**src/rtl/telemetry_sampler_if.sv**
```systemverilog
// Telemetry sampler bus: raw statistics and vsync in, per-frame snapshot out.
// sat_flags exists only when TELEMETRY_SAMPLER_SAT_FLAG_EN is defined.
interface telemetry_sampler_if #(
  parameter int RAW_WIDTH   = 16,
  parameter int VALUE_WIDTH = 9
);
  logic                   vsync;
  logic [RAW_WIDTH-1:0]   score_raw;
  logic [RAW_WIDTH-1:0]   lines_raw;
  logic [RAW_WIDTH-1:0]   level_raw;
  logic [RAW_WIDTH-1:0]   speed_raw;
  logic [RAW_WIDTH-1:0]   rows_raw;
  logic [RAW_WIDTH-1:0]   cols_raw;
  logic [VALUE_WIDTH-1:0] sig0, sig1, sig2, sig3, sig4, sig5, sig6;
  logic                   fps_valid;
  logic                   frame_event;
`ifdef TELEMETRY_SAMPLER_SAT_FLAG_EN
  logic [6:0]             sat_flags;
`endif

  modport master (
    output vsync, score_raw, lines_raw, level_raw, speed_raw, rows_raw, cols_raw,
    input  sig0, sig1, sig2, sig3, sig4, sig5, sig6, fps_valid, frame_event
`ifdef TELEMETRY_SAMPLER_SAT_FLAG_EN
    , input sat_flags
`endif
  );

  modport slave (
    input  vsync, score_raw, lines_raw, level_raw, speed_raw, rows_raw, cols_raw,
    output sig0, sig1, sig2, sig3, sig4, sig5, sig6, fps_valid, frame_event
`ifdef TELEMETRY_SAMPLER_SAT_FLAG_EN
    , output sat_flags
`endif
  );
endinterface

```
**src/rtl/telemetry_sampler.sv**
```systemverilog
// Per-frame saturated snapshot of seven statistics plus vsync-derived FPS; latency 1 cycle
// from the vsync rising edge, no backpressure. Optional clip flags: TELEMETRY_SAMPLER_SAT_FLAG_EN.
module telemetry_sampler #(
  parameter int CLK_HZ      = 25_000_000,
  parameter int RAW_WIDTH   = 16,
  parameter int VALUE_WIDTH = 9
) (
  input  logic                clk,
  input  logic                reset,
  telemetry_sampler_if.slave  bus
);
  localparam int WIN_W = (CLK_HZ > 1) ? $clog2(CLK_HZ) : 1;
  localparam logic [VALUE_WIDTH-1:0] SAT_MAX   = '1;
  localparam logic [VALUE_WIDTH:0]   FRM_SAT   = {1'b1, {VALUE_WIDTH{1'b0}}};
  localparam logic [VALUE_WIDTH+1:0] SAT_MAX_W = {2'b00, SAT_MAX};

  typedef enum logic {WARMUP, RUN} state_t;

  state_t                 state, state_nxt;
  logic                   vsync_q, rise, win_end, fps_valid_c;
  logic [WIN_W-1:0]       win_cnt;
  logic [VALUE_WIDTH:0]   frm_cnt;
  logic [VALUE_WIDTH+1:0] frm_total;
  logic [VALUE_WIDTH-1:0] fps_reg, fps_calc;
  logic [VALUE_WIDTH-1:0] snap     [7];
  logic [VALUE_WIDTH-1:0] snap_nxt [7];

  function automatic logic [VALUE_WIDTH-1:0] sat(input logic [RAW_WIDTH-1:0] raw);
    if (raw > RAW_WIDTH'(SAT_MAX)) return SAT_MAX;
    return raw[VALUE_WIDTH-1:0];
  endfunction

  function automatic logic clip(input logic [RAW_WIDTH-1:0] raw);
    return raw > RAW_WIDTH'(SAT_MAX);
  endfunction

  assign rise    = bus.vsync & ~vsync_q;
  assign win_end = (win_cnt == WIN_W'(CLK_HZ - 1));

  // A frame edge landing on win_end still belongs to the window that is closing.
  assign frm_total = {1'b0, frm_cnt} + (VALUE_WIDTH+2)'(rise);
  assign fps_calc  = (frm_total > SAT_MAX_W) ? SAT_MAX : frm_total[VALUE_WIDTH-1:0];

  always_comb begin
    snap_nxt[0] = sat(bus.score_raw);
    snap_nxt[1] = sat(bus.lines_raw);
    snap_nxt[2] = sat(bus.level_raw);
    snap_nxt[3] = sat(bus.speed_raw);
    snap_nxt[4] = fps_reg;
    snap_nxt[5] = sat(bus.rows_raw);
    snap_nxt[6] = sat(bus.cols_raw);
  end

  always_comb begin
    state_nxt   = state;
    fps_valid_c = 1'b0;
    case (state)
      WARMUP: if (win_end) state_nxt = RUN;
      RUN:    fps_valid_c = 1'b1;
      default: state_nxt = WARMUP;
    endcase
  end

  always_ff @(posedge clk or negedge reset) begin
    if (!reset) begin
      state <= WARMUP;
    end else begin
      state <= state_nxt;
    end
  end

  // vsync_q resets high so a vsync already asserted at release is not an edge.
  always_ff @(posedge clk or negedge reset) begin
    if (!reset) begin
      vsync_q     <= 1'b1;
      win_cnt     <= '0;
      frm_cnt     <= '0;
      fps_reg     <= '0;
      bus.frame_event <= 1'b0;
      for (int i = 0; i < 7; i++) snap[i] <= '0;
    end else begin
      vsync_q         <= bus.vsync;
      bus.frame_event <= rise;
      win_cnt         <= win_end ? '0 : win_cnt + WIN_W'(1);
      if (win_end) begin
        fps_reg <= fps_calc;
        frm_cnt <= '0;
      end else if (rise && (frm_cnt != FRM_SAT)) begin
        frm_cnt <= frm_cnt + (VALUE_WIDTH+1)'(1);
      end
      if (rise) begin
        for (int i = 0; i < 7; i++) snap[i] <= snap_nxt[i];
      end
    end
  end

`ifdef TELEMETRY_SAMPLER_SAT_FLAG_EN
  logic       fps_clip;
  logic [6:0] flags_nxt;

  always_comb begin
    flags_nxt = {clip(bus.cols_raw), clip(bus.rows_raw), fps_clip, clip(bus.speed_raw),
                 clip(bus.level_raw), clip(bus.lines_raw), clip(bus.score_raw)};
  end

  always_ff @(posedge clk or negedge reset) begin
    if (!reset) begin
      fps_clip      <= 1'b0;
      bus.sat_flags <= '0;
    end else begin
      if (win_end) fps_clip <= (frm_total > SAT_MAX_W);
      if (rise)    bus.sat_flags <= flags_nxt;
    end
  end
`endif

  assign bus.sig0      = snap[0];
  assign bus.sig1      = snap[1];
  assign bus.sig2      = snap[2];
  assign bus.sig3      = snap[3];
  assign bus.sig4      = snap[4];
  assign bus.sig5      = snap[5];
  assign bus.sig6      = snap[6];
  assign bus.fps_valid = fps_valid_c;
endmodule

```
**src/flat_wrapper.sv**
```systemverilog
// flat-port wrapper written by rule: the top's interface ports become plain ports
module telemetry_sampler_flat 
#(
  parameter int CLK_HZ      = 25_000_000,
  parameter int RAW_WIDTH   = 16,
  parameter int VALUE_WIDTH = 9
)
  (clk, reset, bus_vsync, bus_score_raw, bus_lines_raw, bus_level_raw, bus_speed_raw, bus_rows_raw, bus_cols_raw, bus_sig0, bus_sig1, bus_sig2, bus_sig3, bus_sig4, bus_sig5, bus_sig6, bus_fps_valid, bus_frame_event);
  telemetry_sampler_if #(.RAW_WIDTH(RAW_WIDTH), .VALUE_WIDTH(VALUE_WIDTH)) bus_i ();
  input  logic clk;
  input  logic reset;
  input wire logic [$bits(bus_i.vsync)-1:0] bus_vsync;
  input wire logic [$bits(bus_i.score_raw)-1:0] bus_score_raw;
  input wire logic [$bits(bus_i.lines_raw)-1:0] bus_lines_raw;
  input wire logic [$bits(bus_i.level_raw)-1:0] bus_level_raw;
  input wire logic [$bits(bus_i.speed_raw)-1:0] bus_speed_raw;
  input wire logic [$bits(bus_i.rows_raw)-1:0] bus_rows_raw;
  input wire logic [$bits(bus_i.cols_raw)-1:0] bus_cols_raw;
  output wire logic [$bits(bus_i.sig0)-1:0] bus_sig0;
  output wire logic [$bits(bus_i.sig1)-1:0] bus_sig1;
  output wire logic [$bits(bus_i.sig2)-1:0] bus_sig2;
  output wire logic [$bits(bus_i.sig3)-1:0] bus_sig3;
  output wire logic [$bits(bus_i.sig4)-1:0] bus_sig4;
  output wire logic [$bits(bus_i.sig5)-1:0] bus_sig5;
  output wire logic [$bits(bus_i.sig6)-1:0] bus_sig6;
  output wire logic [$bits(bus_i.fps_valid)-1:0] bus_fps_valid;
  output wire logic [$bits(bus_i.frame_event)-1:0] bus_frame_event;
  assign bus_i.vsync = bus_vsync;
  assign bus_i.score_raw = bus_score_raw;
  assign bus_i.lines_raw = bus_lines_raw;
  assign bus_i.level_raw = bus_level_raw;
  assign bus_i.speed_raw = bus_speed_raw;
  assign bus_i.rows_raw = bus_rows_raw;
  assign bus_i.cols_raw = bus_cols_raw;
  assign bus_sig0 = bus_i.sig0;
  assign bus_sig1 = bus_i.sig1;
  assign bus_sig2 = bus_i.sig2;
  assign bus_sig3 = bus_i.sig3;
  assign bus_sig4 = bus_i.sig4;
  assign bus_sig5 = bus_i.sig5;
  assign bus_sig6 = bus_i.sig6;
  assign bus_fps_valid = bus_i.fps_valid;
  assign bus_frame_event = bus_i.frame_event;
  telemetry_sampler #(.CLK_HZ(CLK_HZ), .RAW_WIDTH(RAW_WIDTH), .VALUE_WIDTH(VALUE_WIDTH)) u_core (.clk(clk), .reset(reset), .bus(bus_i));
endmodule
```
**config.mk**
```make
export PLATFORM = sky130hd
export DESIGN_NAME = telemetry_sampler_flat
export DESIGN_NICKNAME = d
export VERILOG_FILES = /design/src/rtl/telemetry_sampler_if.sv /design/src/rtl/telemetry_sampler.sv /design/src/flat_wrapper.sv
export SDC_FILE = /design/constraint.sdc
export NUM_CORES = 1
export LEC_CHECK = 0
export CORE_AREA = 3 3 107 109
export DETAILED_ROUTE_END_ITERATION = 12
export DIE_AREA = 0 0 110 112
export PLACE_DENSITY = 0.87
export RECOVER_POWER = 100
export SLEW_MARGIN = 10
export SYNTH_ARGS = -nofsm -noshare
export SYNTH_HDL_FRONTEND = slang
export SYNTH_SLANG_ARGS = --single-unit
```
**constraint.sdc**
```tcl
create_clock -name clk -period 3.8 [get_ports clk]
set_clock_uncertainty 0.1 [all_clocks]
set_input_delay 0.95 -clock clk [delete_from_list [all_inputs] [get_ports clk]]
set_output_delay 0.95 -clock clk [all_outputs]
set_load 0.005 [all_outputs]
```
Word level (Yosys, flattened, before mapping)
Index checks and enable logic that the tools add are counted.
Storage, ports and cells
  bits in registers: 110
  bits of input ports: 99
  logic and storage cells: 54
Cells by class
  add/subtract/negate cells: 3
  order comparisons: 7
  equality and inequality tests: 2
  mux-type cells: 25
  bitwise logic cells: 2
  reductions and logical operators: 2
Operators with widths (number)
  9-bit 2-to-1 mux: 13
  16-bit by 9-bit > comparator with 1-bit output (second input constant): 6
  25-bit by 1-bit adder with 25-bit output (second input constant): 1
  25-bit equality test (second input constant): 1
  25-bit 2-to-1 mux: 1
  10-bit 2-to-1 mux: 2
  10-bit by 1-bit adder with 11-bit output: 1
  11-bit by 9-bit > comparator with 1-bit output (second input constant): 1
  10-bit by 1-bit adder with 10-bit output (second input constant): 1
  10-bit inequality test (second input constant): 1
  1-bit 2-to-1 mux: 9
  2-bit nonzero test: 1
  1-bit AND: 1
  1-bit logical AND: 1
  1-bit inverter: 1

Depth between registers and ports, before layout
Gate-level depths: netlist (run 1).
  depth after elaboration: 5
  mapped depth: 10
  mapped depth without buffers: 7

Least setup slack after synthesis (run 1)
OpenSTA, ideal clock, no wires.
  path type: input port to flip-flop
  from: input port bus_vsync
  to: register u_core.fps_reg[0]
  library setup time: 0.148 ns
  arrival: 3.003 ns
  required time: 3.552 ns
  slack: 0.549 ns
  stages on the path: 10
  path through: nand2b_1 clkbuf_1 inv_2 clkbuf_1 clkbuf_1 ha_1 and4_1 nand3_1 mux2i_1 a21oi_1
Between the ends
  cells in the longest elaborated chain, start to end: 4
Ends and longest elaborated chain
  from (decl): line flat_wrapper.sv:12  | input wire logic [$bits(bus_i.vsync)-1:0] bus_vsync;
  1-bit AND (*): line telemetry_sampler.sv:37  | assign rise = bus.vsync & ~vsync_q;
  named net u_core.rise: line telemetry_sampler.sv:20  | logic vsync_q, rise, win_end, fps_valid_c;
  10-bit by 1-bit adder with 11-bit output (*): line telemetry_sampler.sv:41  | assign frm_total = {1'b0, frm_cnt} + (VALUE_WIDTH+2)'(rise);
  11-bit by 9-bit > comparator with 1-bit output: line telemetry_sampler.sv:42  | assign fps_calc = (frm_total > SAT_MAX_W) ? SAT_MAX : frm_total[VALUE_WIDTH-1:0];
  9-bit 2-to-1 mux (*): line telemetry_sampler.sv:42
  to (signal assigned): line telemetry_sampler.sv:86  | fps_reg <= fps_calc;
  to (decl): line telemetry_sampler.sv:24  | logic [VALUE_WIDTH-1:0] fps_reg, fps_calc;
The timed path passes the listed nets; every way through them passes the cells marked *.
A chain may end at the register's enable or synchronous reset.

Final worst setup path (run 1)
  from: input port bus_vsync
  to: register u_core.fps_reg[3]
Between the ends
  cells in the longest elaborated chain, start to end: 4
Ends and longest elaborated chain (line)
  1-bit AND (*): telemetry_sampler.sv:37
  10-bit by 1-bit adder with 11-bit output (*): telemetry_sampler.sv:41
  11-bit by 9-bit > comparator with 1-bit output: telemetry_sampler.sv:42
  9-bit 2-to-1 mux (*): telemetry_sampler.sv:42
Every way passes the cells marked *; elsewhere a longest branch is shown, timed or not.

==> results.md, run 1 <==
* Status: finished, violations left
* Failing checks: capacitance limit, slew limit
* Commonest non-fill, non-tap cell in the layout: dfrtp_1
* Most frequent cells in the layout: 109 x dfrtp_1, 96 x clkdlybuf4s50_1, 66 x dlygate4sd3_1
* Clock Tree Buf Depth at 2
* MaxCap Viol Count at 1
* Rel. slew slack at -7.04%
* Final worst slack at 892 ps
* Critical-path top delay cell: mux2i_1
* Vias in the first global route at 4,281
* Crit path buffers/inverters at 2
* DR iter-0 viols at 219
* Total routed wirelength at 13.3 mm
* Max Freq at 0.344 GHz
* Routed Antenna Nets at 0
* Critical path launch point type: primary input
* GRT Util Overall at 22.9%
* Initial antenna violation count at 0
* Period utilization at 76.5%
* Largest register by flop count: u_core.win_cnt
* Final global-route overflow total at 0
* Flop pwr share at 56.8%
* DRC at 0
* Num rows at 38
* Max Transition Viols Final at 66
* RePlAce Congestion at 0.867
* Layout Cells excl Fill at 735
* CTS Buf Count at 9
* Max incr delay on CP at 610 ps
* Comb pwr share at 13.6%
* YS warnings at 0
* Clock power frac at 29.5%
* Placement Setup Slack at 659 ps
* Top_reg_cell synth: dfrtp_1
* Syn avg cell area at 11.0 µm²
* Synth Instances at 435
* IO Port Bufs at 163
* Distinct cells, synth at 42
* Vias post-DR at 4,124
* Max reg flops at 25
* IO Count at 164
* Setup-failing EPs final at 0
* Power, Total at 2300 µW
* Worst hold slack at 359 ps
* Top delay family on crit path: buffers and inverters
* Hold_buf cts at 0
* Hold/Removal Path Class: flop to flop
* Post-Syn Nets at 539
* Crit path required time at 3930 ps
* Largest regs: u_core.win_cnt (25), u_core.frm_cnt (10)
* Sw Share at 27.3%
* Sequential fraction of the synthesis area at 57.4%
* Hold Startpoint: u_core.win_cnt[0]$_DFF_PN0_
* Core footprint at 10,700 µm²
* Largest net degree at the start of global routing at 66
* Starting Density at 44.8%
* Post-DP HPWL at 9.90 mm
* Synth Register Bits at 110
* Critical path launch point: bus_vsync
* Pwr/cell area at 342 nW/µm²
* R2R Path Start: u_core.win_cnt[15]$_DFF_PN0_
* Final hold vios at 0
* Critical path cell sequence: dlygate4sd3_1 > nand2b_1 > inv_1 > ha_1 > and4_1 > nand3_1 > mux2i_1 > a21oi_1
* RSZ-0062 raised after global routing: false
* # diodes at 0
* First-pass GRT wire length at 21.9 mm
* VDD IR max at 0.233 mV
* Critical Path End Type: flop
* Clock root cell: clkbuf_8
* Psw at 626 µW
* Clock transition at path regs at 100 ps
* H-tree Lvls at 3
* Area added between synthesis and finish at 40.0%
* # Post-CTS Setup Buffers at 0
* Number of synthesized flops with an enable pin at 0
* Setup TNS at 0 ps
* Pleak at 0.00246 µW
* 1st-pass router iterations at 5
* Worst Path Arrival at 3030 ps
* Pint at 1670 µW
* Die W at 110 µm
* Mapped cell area at 4800 µm²
* Fill cells at 838
* Worst-Skew Late Latency at 380 ps
* DR vias/cell at 5.61
* Die span in y at 112 µm
* CTS tree: built
* Ys async rst share at 100%
* Post-cts sizing count at 0
* Period minus WS final at 2910 ps
* Die area at 12,300 µm²
* WL/cell at 18.1 µm
* Nets@finish at 694
* Placed Cells at 719
* Slew @ Worst Pin at 1610 ps
* # clock sinks at 110
* CP Class: primary input to flop
* Layout cell share with drive strength beyond 1 at 4.71%
* Maximum fanout along the worst path at 9
## metrics by stage
| stage | util [%] | instance area [µm²] |
|---|---|---|
| after global placement | 61.2 | 6550 |
| after floorplan | - | 4800 |
| final | 62.8 | 6720 |
| after detailed placement | 61.2 | 6550 |
| after global routing | 62.8 | 6720 |
| after CTS | 63.0 | 6740 |
## cell type report
type	count	area [µm²]	area share, %
clock buffer	11	151	2.25
sequential	110	2750	41.0
clock inverter	5	41.3	0.615
tap	140	175	2.61
timing repair buffer	170	1660	24.8
multi-input combinational	293	1910	28.4
inverter	6	22.5	0.335
## layer usage
metal | vias to the layer above | share of wire, % | global-route usage, %
met4 | 0 | 2.1 | 7.65
met5 | - | 0 | 0
met2 | 165 | 51 | 38.7
met3 | 23 | 7.7 | 6.43
li1 | 1926 | - | -
met1 | 2010 | 39 | 28.0
## path summary, 6_finish.rpt
check	slack [ps]	to	cells after the start
max in group asynchronous	1220	u_core.fps_reg[7]$_DFFE_PN0N_	2
min	360	u_core.win_cnt[0]$_DFF_PN0_	1
min in group asynchronous	880	u_core.bus.sig4[3]$_DFFE_PN0N_	1
min reg2reg	360	u_core.win_cnt[0]$_DFF_PN0_	1
max reg2reg	1280	u_core.state$_DFF_PN0_	5
max	890	u_core.fps_reg[3]$_DFFE_PN0N_	8
## power by group through the flow
stage	registers, µW	clock network [µW]	logic, µW
6_report	1300	677	313
5_1_grt	1320	739	349
4_1_cts	1300	694	322
3_5_place_dp	1330	0	313
3_3_place_gp	1320	0	300
2_1_floorplan	1260	0	206
## cells in the mapped netlist (2+ instances only)
| cell type | instances | area (µm²) |
|---|---|---|
| a211oi_1 | 2 | 15.0 |
| a21oi_1 | 25 | 125 |
| and2_1 | 2 | 12.5 |
| and3_1 | 2 | 12.5 |
| and4_1 | 7 | 61.3 |
| buf_2 | 2 | 10.0 |
| buf_4 | 3 | 22.5 |
| clkbuf_1 | 21 | 78.8 |
| dfrtp_1 | 109 | 2730 |
| ha_1 | 5 | 62.6 |
| inv_1 | 5 | 18.8 |
| mux2i_1 | 7 | 70.1 |
| nand2_1 | 41 | 154 |
| nand3_1 | 19 | 95.1 |
| nand4_1 | 14 | 87.6 |
| nand4_2 | 2 | 25.0 |
| nor2_1 | 20 | 75.1 |
| nor3_1 | 20 | 100 |
| nor4_1 | 10 | 62.6 |
| nor4b_1 | 3 | 26.3 |
| nor4bb_1 | 2 | 20.0 |
| o21ai_0 | 11 | 55.1 |
| o22a_1 | 54 | 473 |
| o31ai_1 | 3 | 22.5 |
| or2_2 | 2 | 12.5 |
| or3_1 | 5 | 31.3 |
| or3_2 | 2 | 15.0 |
| or4_1 | 2 | 15.0 |
| xnor2_1 | 12 | 105 |
| xor2_1 | 11 | 96.3 |
## logic make-up after synthesis
| logic type | after synthesis | synth area share (%) |
|---|---|---|
| simple gates | 158 | 17.6 |
| flops | 110 | 57.4 |
| compound gates | 100 | 15.2 |
| buf+inv | 32 | 2.79 |
| xor+xnor | 23 | 4.20 |
| mux | 7 | 1.46 |
| fa+ha+maj | 5 | 1.30 |
No activity file was read; power rests on OpenSTA's default activity.
==> run 2, diff against run 1 <==
CORE_AREA = 3 3 113 115   (was 3 3 107 109)
DIE_AREA = 0 0 116 118   (was 0 0 110 112)
PLACE_DENSITY = 0.83   (was 0.87)
clock period = 2.61 ns   (was 3.8 ns; I/O delays follow)
==> run 2 against run 1 <==
Against the previous run:
- the run now ends clean
- core utilization shrank 5.2 points
- global-route usage shrank 3.3 points
- via count fell by 1.6%
- wire length shrank 4.8%
- cell area grew 2.2%
- count of clock-buffer cells in the layout unchanged
- worst hold slack worse by 4.6 ps
- non-clock buffer count is 1 higher
- sequential power up 47%
- sequential share of layout area decreased by 0.88 points
- critical endpoint is now u_core.fps_reg[8]$_DFFE_PN0N_
==> results.md, run 2 (synthesis results as in run 1) <==
* Max reg flops at 25
* # diodes at 0
* Pwr/cell area at 550 nW/µm²
* Die span in y at 118 µm
* Critical path cell sequence: clkdlybuf4s50_1 > nand2b_1 > inv_2 > ha_1 > nand3_1 > o31ai_1 > nor4b_1 > a21oi_1
* Power, Total at 3780 µW
* Final global-route overflow total at 0
* Maximum fanout along the worst path at 4
* Nets@finish at 695
* Critical path launch point type: primary input
* Total routed wirelength at 12.6 mm
* Pint at 2820 µW
* Rel. slew slack at 32.9%
* Area added between synthesis and finish at 43.1%
* Critical-path top delay cell: clkdlybuf4s50_1
* Routed Antenna Nets at 0
* DRC at 0
* 1st-pass router iterations at 4
* GRT Max-Usage Layer: met2
* Worst hold slack at 354 ps
* MaxCap Viol Count at 0
* Max incr delay on CP at 480 ps
* Fill cells at 982
* Post-DP HPWL at 9.24 mm
* GRT Util Overall at 19.6%
* Commonest non-fill, non-tap cell in the layout: dfrtp_1
* Core footprint at 11,900 µm²
* Max Transition Viols Final at 0
* H-tree Lvls at 3
* CTS Buf Count at 9
* Pleak at 0.00251 µW
* First-pass GRT wire length at 21.7 mm
* Layout cell share with drive strength beyond 1 at 5.37%
* Sw Share at 25.3%
* Setup-failing EPs final at 0
* Final hold vios at 0
* Clock transition at path regs at 70 ps
* # Post-CTS Setup Buffers at 0
* Largest regs: u_core.win_cnt (25), u_core.frm_cnt (10)
* Vias in the first global route at 4,346
* Slew @ Worst Pin at 1010 ps
* Die W at 116 µm
* RSZ-0062 raised after global routing: false
* CP Class: primary input to flop
* Final worst slack at 234 ps
* Hold/Removal Path Class: flop to flop
* Critical Path End Type: flop
* Period utilization at 91.0%
* Clock root cell: clkbuf_16
* Largest register by flop count: u_core.win_cnt
* Clock Tree Buf Depth at 2
* Num rows at 40
* # clock sinks at 110
* Clock power frac at 37.6%
* Hold_buf cts at 0
* IO Port Bufs at 163
* Met1 Use GR at 25.2%
* CTS tree: built
* Met2 Track Usage GR at 31.7%
* Flop pwr share at 50.5%
* Psw at 957 µW
* Worst-Skew Late Latency at 350 ps
* Most frequent cells in the layout: 109 x dfrtp_1, 97 x clkdlybuf4s50_1, 65 x dlygate4sd3_1
* Setup TNS at 0 ps
* RePlAce Congestion at 0.929
* Initial antenna violation count at 0
* IO Count at 164
* WL/cell at 17.0 µm
* Critical path launch point: bus_vsync
* Period minus WS final at 2380 ps
* Status: finished clean
* Placement Setup Slack at 18.5 ps
* Starting Density at 40.3%
* Max Freq at 0.421 GHz
* Hold Startpoint: u_core.win_cnt[0]$_DFF_PN0_
* Die area at 13,700 µm²
* VDD IR max at 0.399 mV
* Crit path required time at 2730 ps
* Vias post-DR at 4,059
* Comb pwr share at 12.0%
* Largest net degree at the start of global routing at 72
* DR iter-0 viols at 232
* R2R Path Start: u_core.win_cnt[15]$_DFF_PN0_
* Post-cts sizing count at 0
* DR vias/cell at 5.46
* Grt met3 use at 5.96%
* Worst Path Arrival at 2490 ps
## run 2: changes by cell type in the layout (fill, tap and decap cells not counted), moves of 2 or more
cell,delta
clkbuf_16,+9
clkbuf_2,+2
clkbuf_8,-9
inv_6,-2
## run 2: worst paths after layout
check | to | slack, ps | cells past startpoint
min in group asynchronous | u_core.win_cnt[15]$_DFF_PN0_ | 360 | 1
max | u_core.fps_reg[8]$_DFFE_PN0N_ | 230 | 8
min | u_core.win_cnt[0]$_DFF_PN0_ | 350 | 1
max reg2reg | u_core.fps_reg[8]$_DFFE_PN0N_ | 280 | 4
max in group asynchronous | u_core.bus.sig0[1]$_DFFE_PN0N_ | 560 | 2
min reg2reg | u_core.win_cnt[0]$_DFF_PN0_ | 350 | 1
## run 2: worst max-delay path: cells and delay by family
kind	cells	cell delay, ps
AND/OR/NAND/NOR	3	610
buffers and inverters	2	580
AO/OA/AOI/OAI	2	460
adder cells (fa/ha/maj)	1	200
## run 2: power groups by stage
stage | Sequential (µW) | Combinational [µW] | Clock, µW
after CTS | 1900 | 465 | 1440
after floorplan | 1830 | 302 | 0
final | 1910 | 452 | 1420
after global routing | 1920 | 503 | 1510
after detailed placement | 1940 | 461 | 0
after global placement | 1930 | 446 | 0
## run 2: metrics by stage
| stage | cells | area (µm²) | utilization (%) |
|---|---|---|---|
| 2_1_floorplan | 435 | 4810 | - |
| 3_3_place_gp | 727 | 6600 | 55.4 |
| 3_5_place_dp | 727 | 6600 | 55.4 |
| 4_1_cts | 743 | 6910 | 58.0 |
| 5_1_grt | 743 | 6870 | 57.6 |
| 6_report | 743 | 6870 | 57.6 |
## run 2: per-layer routing
metal | part of all wire, % | wire (µm)
met5 | 0 | 0
met4 | 1.5 | 195
met3 | 8.0 | 1010
met2 | 50 | 6320
met1 | 40 | 5110
## run 2: layout make-up
class	instances	area, µm²	area share (%)
Sequential cell	110	2750	40.1
Multi-Input combinational cell	293	1910	27.8
Timing Repair Buffer	171	1680	24.5
Clock buffer	11	253	3.68
Tap cell	147	184	2.68
Clock inverter	5	57.6	0.838
Inverter	6	22.5	0.328
